<file path="config.mk">
export PLATFORM = sky130hd
export DESIGN_NAME = muldiv_ctrl_flat
export DESIGN_NICKNAME = d
export VERILOG_FILES = /design/src/rtl/muldiv_pkg.sv /design/src/rtl/muldiv_if.sv /design/src/rtl/muldiv_step.sv /design/src/rtl/muldiv_ctrl.sv /design/src/flat_wrapper.sv
export SDC_FILE = /design/constraint.sdc
export NUM_CORES = 1
export LEC_CHECK = 0
export CAP_MARGIN = 20
export CORE_ASPECT_RATIO = 1.5
export CORE_MARGIN = 3
export CORE_UTILIZATION = 31
export DETAILED_ROUTE_END_ITERATION = 10
export GPL_TIMING_DRIVEN = 0
export SYNTH_ARGS = -nofsm -noshare
export SYNTH_HDL_FRONTEND = slang
export SYNTH_SLANG_ARGS = --single-unit
</file>
<file path="constraint.sdc">
create_clock -name clk -period 7.46 [get_ports clk]
set_input_delay 0.746 -clock clk [delete_from_list [all_inputs] [get_ports clk]]
set_output_delay 0.746 -clock clk [all_outputs]
set_load 0.005 [all_outputs]
</file>
<file path="src/rtl/muldiv_pkg.sv">
// Shared definitions for the RV32M multiply/divide unit: datapath width,
// controller state type and funct3 operation encodings.
package muldiv_pkg;

    localparam int XLEN = 32;

    typedef enum logic [1:0] {
        IDLE = 2'd0,
        MUL  = 2'd1,
        DIV  = 2'd2,
        DONE = 2'd3
    } md_state_t;

    localparam logic [2:0] F3_MUL    = 3'b000;
    localparam logic [2:0] F3_MULH   = 3'b001;
    localparam logic [2:0] F3_MULHSU = 3'b010;
    localparam logic [2:0] F3_MULHU  = 3'b011;
    localparam logic [2:0] F3_DIV    = 3'b100;
    localparam logic [2:0] F3_DIVU   = 3'b101;
    localparam logic [2:0] F3_REM    = 3'b110;
    localparam logic [2:0] F3_REMU   = 3'b111;

    // rs1 is two's complement for MULH, MULHSU, DIV and REM.
    function automatic logic signed_a(input logic [2:0] f3);
        return (f3 == F3_MULH) || (f3 == F3_MULHSU) || (f3 == F3_DIV) || (f3 == F3_REM);
    endfunction

    // rs2 is two's complement for MULH, DIV and REM.
    function automatic logic signed_b(input logic [2:0] f3);
        return (f3 == F3_MULH) || (f3 == F3_DIV) || (f3 == F3_REM);
    endfunction

endpackage

</file>
<file path="src/rtl/muldiv_if.sv">
// Execute-stage handshake between the pipeline (master) and the
// multiply/divide unit (slave).
interface muldiv_if;
    import muldiv_pkg::*;

    logic            startE;
    logic [2:0]      funct3E;
    logic [XLEN-1:0] SrcAE;
    logic [XLEN-1:0] SrcBE;
    logic            FlushE;
    logic            StallMD;
    logic            DoneMD;
    logic [XLEN-1:0] ResultMD;

    modport master (
        output startE, funct3E, SrcAE, SrcBE, FlushE,
        input  StallMD, DoneMD, ResultMD
    );

    modport slave (
        input  startE, funct3E, SrcAE, SrcBE, FlushE,
        output StallMD, DoneMD, ResultMD
    );

endinterface

</file>
<file path="src/rtl/muldiv_step.sv">
// One radix-2 iteration on the 64-bit accumulator.
//   Multiply: acc = {partial product, remaining multiplier bits}; add the
//             multiplicand to the upper half when the current multiplier bit
//             is set, then shift the 65-bit result right by one.
//   Divide:   acc = {partial remainder, remaining dividend bits}; shift left
//             by one, subtract the divisor when it fits (restoring), and shift
//             the quotient bit in at the bottom.
module muldiv_step
    import muldiv_pkg::*;
(
    input  logic              is_div,
    input  logic [2*XLEN-1:0] acc,
    input  logic [XLEN-1:0]   operand,
    output logic [2*XLEN-1:0] acc_next
);

    logic [XLEN:0]   sum;
    logic            fits;
    logic [XLEN-1:0] sub;

    // Both candidate updates are formed; is_div picks which one is used.
    always_comb begin
        sum = {1'b0, acc[2*XLEN-1:XLEN]} + (acc[0] ? {1'b0, operand} : {(XLEN+1){1'b0}});
        // The shifted remainder is 33 bits wide; when it is >= divisor the
        // difference is below the divisor and so fits in 32 bits.
        fits = acc[2*XLEN-1:XLEN-1] >= {1'b0, operand};
        sub  = acc[2*XLEN-2:XLEN-1] - operand;
        if (!is_div) begin
            acc_next = {sum, acc[XLEN-1:1]};
        end else if (fits) begin
            acc_next = {sub, acc[XLEN-2:0], 1'b1};
        end else begin
            acc_next = {acc[2*XLEN-2:0], 1'b0};
        end
    end

endmodule

</file>
<file path="src/rtl/muldiv_ctrl.sv">
// RV32M multiply/divide controller. Iterative radix-2 multiply and restoring
// divide on operand magnitudes, with sign correction applied in DONE.
// Divide-by-zero and signed overflow finish the cycle after start.
// Build option: define RV_MUL_FAST_EN to compute all MUL* ops with a single
// 33x33 signed multiply (IDLE -> DONE directly); divide is unaffected.
module muldiv_ctrl
    import muldiv_pkg::*;
(
    input  logic    clk,
    input  logic    reset,
    muldiv_if.slave bus
);

    md_state_t         state, state_d;
    logic [4:0]        cnt;
    logic [2:0]        op;
    logic [XLEN-1:0]   opnd;
    logic [2*XLEN-1:0] acc, acc_step;
    logic              neg_q, neg_r;

    logic              start, a_neg, b_neg, div_zero, div_ovf;
    logic [XLEN-1:0]   a_mag, b_mag;
    logic [2*XLEN-1:0] prod;
    logic [XLEN-1:0]   quot, rem;
`ifdef RV_MUL_FAST_EN
    logic signed [XLEN:0]     a_ext, b_ext;
    logic signed [2*XLEN-1:0] prod_fast;
`endif

    function automatic logic [2*XLEN-1:0] cond_neg_dw(input logic [2*XLEN-1:0] v, input logic en);
        return en ? -v : v;
    endfunction

    function automatic logic [XLEN-1:0] cond_neg_w(input logic [XLEN-1:0] v, input logic en);
        return en ? -v : v;
    endfunction

    muldiv_step u_step (
        .is_div   (op[2]),
        .acc      (acc),
        .operand  (opnd),
        .acc_next (acc_step)
    );

    // Condition the operands of the instruction being accepted this cycle.
    always_comb begin
        start    = (state == IDLE) && bus.startE && !bus.FlushE;
        a_neg    = signed_a(bus.funct3E) && bus.SrcAE[XLEN-1];
        b_neg    = signed_b(bus.funct3E) && bus.SrcBE[XLEN-1];
        a_mag    = a_neg ? -bus.SrcAE : bus.SrcAE;
        b_mag    = b_neg ? -bus.SrcBE : bus.SrcBE;
        div_zero = (bus.SrcBE == '0);
        div_ovf  = bus.funct3E[2] && signed_b(bus.funct3E) &&
                   (bus.SrcAE == {1'b1, {(XLEN-1){1'b0}}}) && (bus.SrcBE == '1);
`ifdef RV_MUL_FAST_EN
        // 33-bit extension lets MULHSU/MULHU share one signed multiplier;
        // the low 64 bits of the widened product are the exact result.
        a_ext     = {signed_a(bus.funct3E) & bus.SrcAE[XLEN-1], bus.SrcAE};
        b_ext     = {signed_b(bus.funct3E) & bus.SrcBE[XLEN-1], bus.SrcBE};
        prod_fast = (2*XLEN)'(a_ext) * (2*XLEN)'(b_ext);
`endif
    end

    // State register.
    always_ff @(posedge clk) begin
        if (!reset) begin
            state <= IDLE;
        end else begin
            state <= state_d;
        end
    end

    // Next-state logic.
    always_comb begin
        state_d = state;
        case (state)
            IDLE: begin
                if (start) begin
                    if (bus.funct3E[2]) begin
                        state_d = (div_zero || div_ovf) ? DONE : DIV;
                    end else begin
`ifdef RV_MUL_FAST_EN
                        state_d = DONE;
`else
                        state_d = MUL;
`endif
                    end
                end
            end
            MUL, DIV: begin
                if (bus.FlushE) begin
                    state_d = IDLE;
                end else if (cnt == 5'd31) begin
                    state_d = DONE;
                end
            end
            DONE:    state_d = IDLE;
            default: state_d = IDLE;
        endcase
    end

    // Operand latch on start, one iteration per MUL/DIV cycle.
    always_ff @(posedge clk) begin
        if (!reset) begin
            op    <= '0;
            cnt   <= '0;
            opnd  <= '0;
            acc   <= '0;
            neg_q <= 1'b0;
            neg_r <= 1'b0;
        end else if (start) begin
            op  <= bus.funct3E;
            cnt <= '0;
            if (!bus.funct3E[2]) begin
`ifdef RV_MUL_FAST_EN
                acc   <= prod_fast;
                opnd  <= '0;
                neg_q <= 1'b0;
                neg_r <= 1'b0;
`else
                acc   <= {{XLEN{1'b0}}, b_mag};
                opnd  <= a_mag;
                neg_q <= a_neg ^ b_neg;
                neg_r <= a_neg;
`endif
            end else if (div_zero) begin
                // Remainder is the raw dividend, so no sign correction.
                acc   <= {bus.SrcAE, {XLEN{1'b1}}};
                opnd  <= '0;
                neg_q <= 1'b0;
                neg_r <= 1'b0;
            end else if (div_ovf) begin
                acc   <= {{XLEN{1'b0}}, 1'b1, {(XLEN-1){1'b0}}};
                opnd  <= '0;
                neg_q <= 1'b0;
                neg_r <= 1'b0;
            end else begin
                acc   <= {{XLEN{1'b0}}, a_mag};
                opnd  <= b_mag;
                neg_q <= a_neg ^ b_neg;
                neg_r <= a_neg;
            end
        end else if (((state == MUL) || (state == DIV)) && !bus.FlushE) begin
            acc <= acc_step;
            cnt <= cnt + 5'd1;
        end
    end

    // Outputs: stall while accepting or iterating, sign-corrected result in DONE.
    always_comb begin
        prod         = cond_neg_dw(acc, neg_q);
        quot         = cond_neg_w(acc[XLEN-1:0], neg_q);
        rem          = cond_neg_w(acc[2*XLEN-1:XLEN], neg_r);
        bus.StallMD  = start || (state == MUL) || (state == DIV);
        bus.DoneMD   = (state == DONE);
        bus.ResultMD = '0;
        if (state == DONE) begin
            case (op)
                F3_MUL:                       bus.ResultMD = prod[XLEN-1:0];
                F3_MULH, F3_MULHSU, F3_MULHU: bus.ResultMD = prod[2*XLEN-1:XLEN];
                F3_DIV, F3_DIVU:              bus.ResultMD = quot;
                default:                      bus.ResultMD = rem;
            endcase
        end
    end

endmodule

</file>
<file path="src/flat_wrapper.sv">
// flat-port wrapper written by rule: the top's interface ports become plain ports
module muldiv_ctrl_flat import muldiv_pkg::*;
  (clk, reset, bus_startE, bus_funct3E, bus_SrcAE, bus_SrcBE, bus_FlushE, bus_StallMD, bus_DoneMD, bus_ResultMD);
  muldiv_if bus_i ();
  input  logic clk;
  input  logic reset;
  input wire logic [$bits(bus_i.startE)-1:0] bus_startE;
  input wire logic [$bits(bus_i.funct3E)-1:0] bus_funct3E;
  input wire logic [$bits(bus_i.SrcAE)-1:0] bus_SrcAE;
  input wire logic [$bits(bus_i.SrcBE)-1:0] bus_SrcBE;
  input wire logic [$bits(bus_i.FlushE)-1:0] bus_FlushE;
  output wire logic [$bits(bus_i.StallMD)-1:0] bus_StallMD;
  output wire logic [$bits(bus_i.DoneMD)-1:0] bus_DoneMD;
  output wire logic [$bits(bus_i.ResultMD)-1:0] bus_ResultMD;
  assign bus_i.startE = bus_startE;
  assign bus_i.funct3E = bus_funct3E;
  assign bus_i.SrcAE = bus_SrcAE;
  assign bus_i.SrcBE = bus_SrcBE;
  assign bus_i.FlushE = bus_FlushE;
  assign bus_StallMD = bus_i.StallMD;
  assign bus_DoneMD = bus_i.DoneMD;
  assign bus_ResultMD = bus_i.ResultMD;
  muldiv_ctrl u_core (.clk(clk), .reset(reset), .bus(bus_i));
endmodule
</file>
==> results.cfg, run 1 <==
[global_routing]
first_global_vias = 15557
overflow = 0
grt_antenna_before_repair = 0
grt_max_degree = 19
grt_pass1_wl_um = 103100
track_usage_pct = 29.83

[timing]
min_period_over_period_pct = 87.70
tns_ns = 0
period_needed_ns = 6.542
fmax_mhz = 152.8
slew_viol_final = 0
rsz0062_at_grt = false
worst_pin_slew_ns = 1.202
finalClockSkew_ns = 0.01372
final-hold-violation-count = 0
setup_ws_ns = 0.9175
hold-worst-slack_ns = 0.4620
setup_viol = 0
slew-limit-headroom_pct = 19.89

[route]
drt-pass1-iter-count = 6
viasPerCell = 6.148
vias = 16158
wl_um = 71810
drtAntennaViolNets = 0
route.detailed.drc = 0
first_iter_violations = 1705
post_drt_wl_per_cell_um = 27.32

[place]
dp_slack_ns = 1.381
place_hpwl_um = 58780
placed_area_sq_um = 15290
gp_congestion = 0.9937
port_buffers = 100

[clock_tree]
hold_buffers = 0
clk_path_buf_depth = 2
cts_resized = 0
cts_buffers = 9
cts_setup_buffers = 0
cts.sinks = 108
clkTransAtPathRegs_ns = 0.08
root_buffer = clkbuf_16
clock_latency_ns = 0.38
cts_tree = yes
htreeDepth = 3

[die]
rows = 93
start_util_pct = 31.52
fp.dieW_um = 176.8
die_h_um = 262.2
die_area_sq_um = 46370
core_sq_um = 43050
io_pins = 105

[layout]
fillers = 4717
final_area_sq_um = 15590
diodes = 0
drive_above_1_share_pct = 2.478
syn_to_final_growth_pct = 14.88
nNetsFinal = 2202

[critical_path]
critPathTopFamily = buffers and inverters
critPathMaxStageDelay_ns = 0.66
arrival_ns = 5.80
crit_chain = inv_1 > clkbuf_1 > ha_1 > nand2b_1 > or4_1 > or4_1 > nand4b_1 > clkbuf_1 > o21ai_0 > o21ai_0 > a221oi_1 > clkdlybuf4s50_1
crit_slowest_cell = clkbuf_1
crit_path_start_kind = flip-flop
worst-path-buf-inv = 4
crit_fanout = 10
worst-setup-path-type = flip-flop to primary output
cp-end-kind = primary output
worstPathRequired_ns = 6.71

[power]
p_per_area_nw_per_um2 = 342.2
peakVddDrop_v = 0.0002144
leakage_nw = 5.666

[synthesis]
ys_seq_elements = 108
synth_nets = 2089
synth_common_cells = 204 x nand2_1, 182 x o21ai_0, 154 x nor2_1
syn_area_sq_um = 13570
synth_top_area_cell = dfxtp_1
ys_seq_area_share_pct = 15.93
synth_top_area_share_pct = 15.93
synth_cells = 1940
async_reset_ff_share_pct = 0
synthFlopType = dfxtp_1
yosysMostFrequentCell = nand2_1
synthTopCellsByArea = dfxtp_1 16%, ha_1 7.0%, o21ai_0 6.7%
ys_types = 81
yosys_warnings = 0
synth_edf_count = 0
avgSynthCellArea_sq_um = 6.994

[run_status]
outcome = finished clean

[worst_hold_path]
hp-class = flip-flop to flip-flop

[run]
maxCapViolCount = 0
## metrics by stage
step | total power, mW | util (%) | cells
after floorplan | 3.413 | - | 1940
after global placement | 4.696 | 35.50 | 2610
after detailed placement | 4.706 | 35.52 | 2611
after CTS | 5.213 | 36.18 | 2627
after global routing | 5.655 | 36.21 | 2628
final | 5.334 | 36.21 | 2628
## area by class of cell
cell class,count,area (sq um),share of cell area (%)
Inverter,69,259.0,1.661
Tap cell,570,713.2,4.575
Timing Repair Buffer,102,1020,6.541
Multi-Input combinational cell,1610,10550,67.69
Clock buffer,10,239.0,1.533
Sequential cell,108,2162,13.87
Buffer,153,595.6,3.821
Clock inverter,6,47.55,0.3050
## final timing paths
kind                       from                to  slack, ns  cells past startpoint
setup / recovery  u_core.acc[0]  bus_ResultMD[30]       0.92                     12
hold reg to reg   u_core.cnt[4]     u_core.cnt[4]       0.46                      2
setup reg to reg  u_core.acc[0]    u_core.acc[56]       2.90                     14
hold / removal    u_core.cnt[4]     u_core.cnt[4]       0.46                      2
## state kept, by name (all words and copies together), names as in the netlist
signal	cells
u_core.op	3
u_core.neg_q	1
u_core.opnd	32
u_core.cnt	5
u_core.state	2
u_core.acc	64
u_core.neg_r	1
## cell families (layout without fill, tap and decap cells)
| family | after synthesis | count (layout) | synth area share (%) |
|---|---|---|---|
| and+or+nand+nor | 613 | 613 | 21.90 |
| buffers and inverters | 222 | 340 | 6.298 |
| AOI/OAI and AO/OA | 672 | 672 | 32.09 |
| muxes | 56 | 56 | 4.149 |
| adders and majority gates | 78 | 78 | 7.303 |
| xor gates and xnor gates | 191 | 191 | 12.33 |
| DFF | 108 | 108 | 15.93 |
## cells in the final DEF (no fill, tap or decap), types with 6 or more instances in the layout
| cell type | n |
|---|---|
| nand2_1 | 204 |
| o21ai_0 | 182 |
| nor2_1 | 154 |
| a21oi_1 | 150 |
| clkbuf_1 | 140 |
| dfxtp_1 | 108 |
| clkdlybuf4s50_1 | 100 |
| xor2_1 | 99 |
| xnor2_1 | 92 |
| ha_1 | 76 |
| inv_1 | 67 |
| mux2i_1 | 54 |
| and3_1 | 40 |
| o31ai_1 | 35 |
| a211oi_1 | 35 |
| nand3_1 | 32 |
| o211ai_1 | 32 |
| o221ai_1 | 32 |
| a221oi_1 | 30 |
| nor3_1 | 29 |
| a31oi_1 | 28 |
| a21o_1 | 25 |
| nor2b_1 | 24 |
| or3_1 | 23 |
| o21a_1 | 23 |
| or4_1 | 22 |
| nand4_1 | 20 |
| and2_1 | 14 |
| nor4_1 | 12 |
| a21boi_0 | 12 |
| o41ai_1 | 11 |
| o22ai_1 | 11 |
| nand2b_1 | 9 |
| clkbuf_16 | 9 |
| a22oi_1 | 8 |
| buf_1 | 6 |
| o211a_1 | 6 |
## layer usage
metal | GRT usage, % | wire [um] | vias up
met1 | 34.57 | 27030 | 7744
met5 | 0 | 0 | -
met3 | 2.853 | 4237 | 213
met2 | 50.07 | 34010 | 850
li1 | - | - | 7351
met4 | 22.80 | 6522 | 0
## worst register-to-register path, cell delays in order, from the launching register on
cell and delay (ns):
dfxtp_1 0.44, inv_1 0.25, clkbuf_1 0.53, nor2_1 0.12, ha_1 0.29, clkbuf_1 0.19
a21oi_1 0.36, o2111ai_1 0.19, a41oi_1 0.46, o21ai_0 0.34, a22oi_1 0.41, nor2_1 0.07
a2111oi_0 0.48, a221oi_1 0.15, a31oi_1 0.21
## report_power, final
group          internal (mW)  switching (mW)  leakage, nW
Combinational           1.36            2.51         4.65
Sequential             0.717           0.256        0.886
Clock                  0.239           0.252        0.133
(Power assumes the default switching activity.)
==> run 2, diff against run 1 <==
--- a/config.mk
+++ b/config.mk
@@ -7,7 +7,6 @@
 export LEC_CHECK = 0
 export CAP_MARGIN = 20
 export CORE_ASPECT_RATIO = 1.5
-export CORE_MARGIN = 3
 export CORE_UTILIZATION = 31
 export DETAILED_ROUTE_END_ITERATION = 10
 export GPL_TIMING_DRIVEN = 0
==> results.cfg, run 2 (synthesized netlist as in run 1, its figures left out) <==
[critical_path]
ff2ff_setup_slack_ns = 2.79
critical_path_depth = 12
arrival_ns = 5.91
critPathMaxStageDelay_ns = 0.67
worstPathRequired_ns = 6.71
rr_worst_depth = 14
cp-end-kind = primary output
crit_chain = inv_1 > clkbuf_1 > ha_1 > nand2b_1 > or4_1 > or4_1 > nand4b_1 > clkbuf_1 > o21ai_0 > o21ai_0 > a221oi_1 > clkdlybuf4s50_1
worst-path-buf-inv = 4
crit_slowest_cell = clkbuf_1
critPathTopFamily = buffers and inverters
worst-setup-path-type = flip-flop to primary output
crit_path_start_kind = flip-flop
crit_fanout = 10

[clock_tree]
cts_tree = yes
hold_buffers = 0
root_buffer = clkbuf_16
clkTransAtPathRegs_ns = 0.08
cts.sinks = 108
cts_setup_buffers = 0
cts_buffers = 9
cts_resized = 0
clock_latency_ns = 0.39
htreeDepth = 3
clk_path_buf_depth = 2

[die]
die_h_um = 258.2
core_sq_um = 43050
rows = 93
io_pins = 105
fp.dieW_um = 172.8
start_util_pct = 31.52
die_area_sq_um = 44630

[layout]
finalNonFillerCells = 2632
seq_area_sq_um = 2162
final_cell_mix = 204 x nand2_1, 182 x o21ai_0, 154 x nor2_1, 150 x a21oi_1, 140 x clkbuf_1
multi_input_area_sq_um = 10550
fillers = 4743
top_register = u_core.acc
largest_reg_flops = 64
drive_above_1_share_pct = 2.525
syn_to_final_growth_pct = 15.12
final_common_cell = nand2_1
reg.largest.list = u_core.acc x64, u_core.opnd x32, u_core.cnt x5
nNetsFinal = 2203

[route]
drt-pass1-iter-count = 5
drtAntennaViolNets = 0
route.detailed.drc = 0
wl_um = 72400
first_iter_violations = 1698
post_drt_wl_per_cell_um = 27.51
vias = 16247
viasPerCell = 6.173

[timing]
slew-limit-headroom_pct = 15.94
period_needed_ns = 6.656
min_period_over_period_pct = 89.23
rsz0062_at_grt = false
tns_ns = 0
finalClockSkew_ns = 0.01529
final-hold-violation-count = 0
fmax_mhz = 150.2
setup_viol = 0
worst_pin_slew_ns = 1.261
slew_viol_final = 0

[global_routing]
overflow = 0
grt_pass1_wl_um = 104000
first_global_vias = 15490
track_usage_pct = 31.69
grt_max_degree = 20
grt_antenna_before_repair = 3

[place]
dp_cells = 2611
port_buffers = 100
gp_congestion = 1.016
place_hpwl_um = 58360

[run_status]
outcome = finished clean

[run]
maxCapViolCount = 0

[worst_hold_path]
hold_depth = 2
hp-class = flip-flop to flip-flop

[power]
p_per_area_nw_per_um2 = 347.8
leakage_nw = 5.686
peakVddDrop_v = 0.0001946
==> run 2: cell count changes in the layout (fill, tap and decap cells not counted), sizes merged <==
cell and delta:
clkinvlp -2, diode +3, bufinv +1, clkinv +2
==> run 2: layer usage <==
layer | vias to the layer above | GRT usage (%) | share of wire [%]
met5 | - | 0 | 0.050
met1 | 7739 | 35.26 | 37
met2 | 903 | 53.20 | 46
li1 | 7343 | - | -
met3 | 260 | 4.460 | 6.7
met4 | 2 | 27.58 | 9.8
==> run 2: worst paths after layout <==
kind	from	to
setup / recovery	u_core.acc[0]	bus_ResultMD[30]
hold / removal	u_core.cnt[4]	u_core.cnt[4]
setup reg to reg	u_core.acc[0]	u_core.acc[56]
hold reg to reg	u_core.cnt[4]	u_core.cnt[4]
==> run 2: cell type report <==
class | count | area share [%]
Antenna cell | 3 | 0.04806
Sequential cell | 108 | 13.84
Inverter | 69 | 1.658
Timing Repair Buffer | 103 | 6.536
Buffer | 153 | 3.813
Clock inverter | 7 | 0.5447
Multi-Input combinational cell | 1610 | 67.55
Tap cell | 570 | 4.565
Clock buffer | 9 | 1.442
==> run 2: where the power goes <==
group	leakage, nW	internal [mW]	total, mW	switching, mW
Clock	0.149	0.266	0.528	0.262
Sequential	0.886	0.717	0.987	0.270
Combinational	4.65	1.36	3.92	2.56
==> run 2: per-stage QoR <==
| stage | util (%) | hold slack (ns) | instance area, sq um | power (mW) | worst slack (ns) |
|---|---|---|---|---|---|
| 3_3_place_gp | 35.50 | 0.4537 | 15280 | 4.718 | 1.315 |
| 6_report | 36.28 | 0.4696 | 15620 | 5.433 | 0.8036 |
| 5_1_grt | 36.27 | 0.4868 | 15610 | 5.718 | 0.7087 |
| 2_1_floorplan | - | 0.4406 | 13570 | 3.413 | 3.471 |
| 4_1_cts | 36.24 | 0.4728 | 15600 | 5.273 | 0.9305 |
| 3_5_place_dp | 35.52 | 0.4632 | 15290 | 4.731 | 1.346 |
==> run 2: worst min-delay path: stages, from the launching register on <==
cell and delay [ns]:
dfxtp_1 0.31, nand2_1 0.05, a21oi_1 0.06
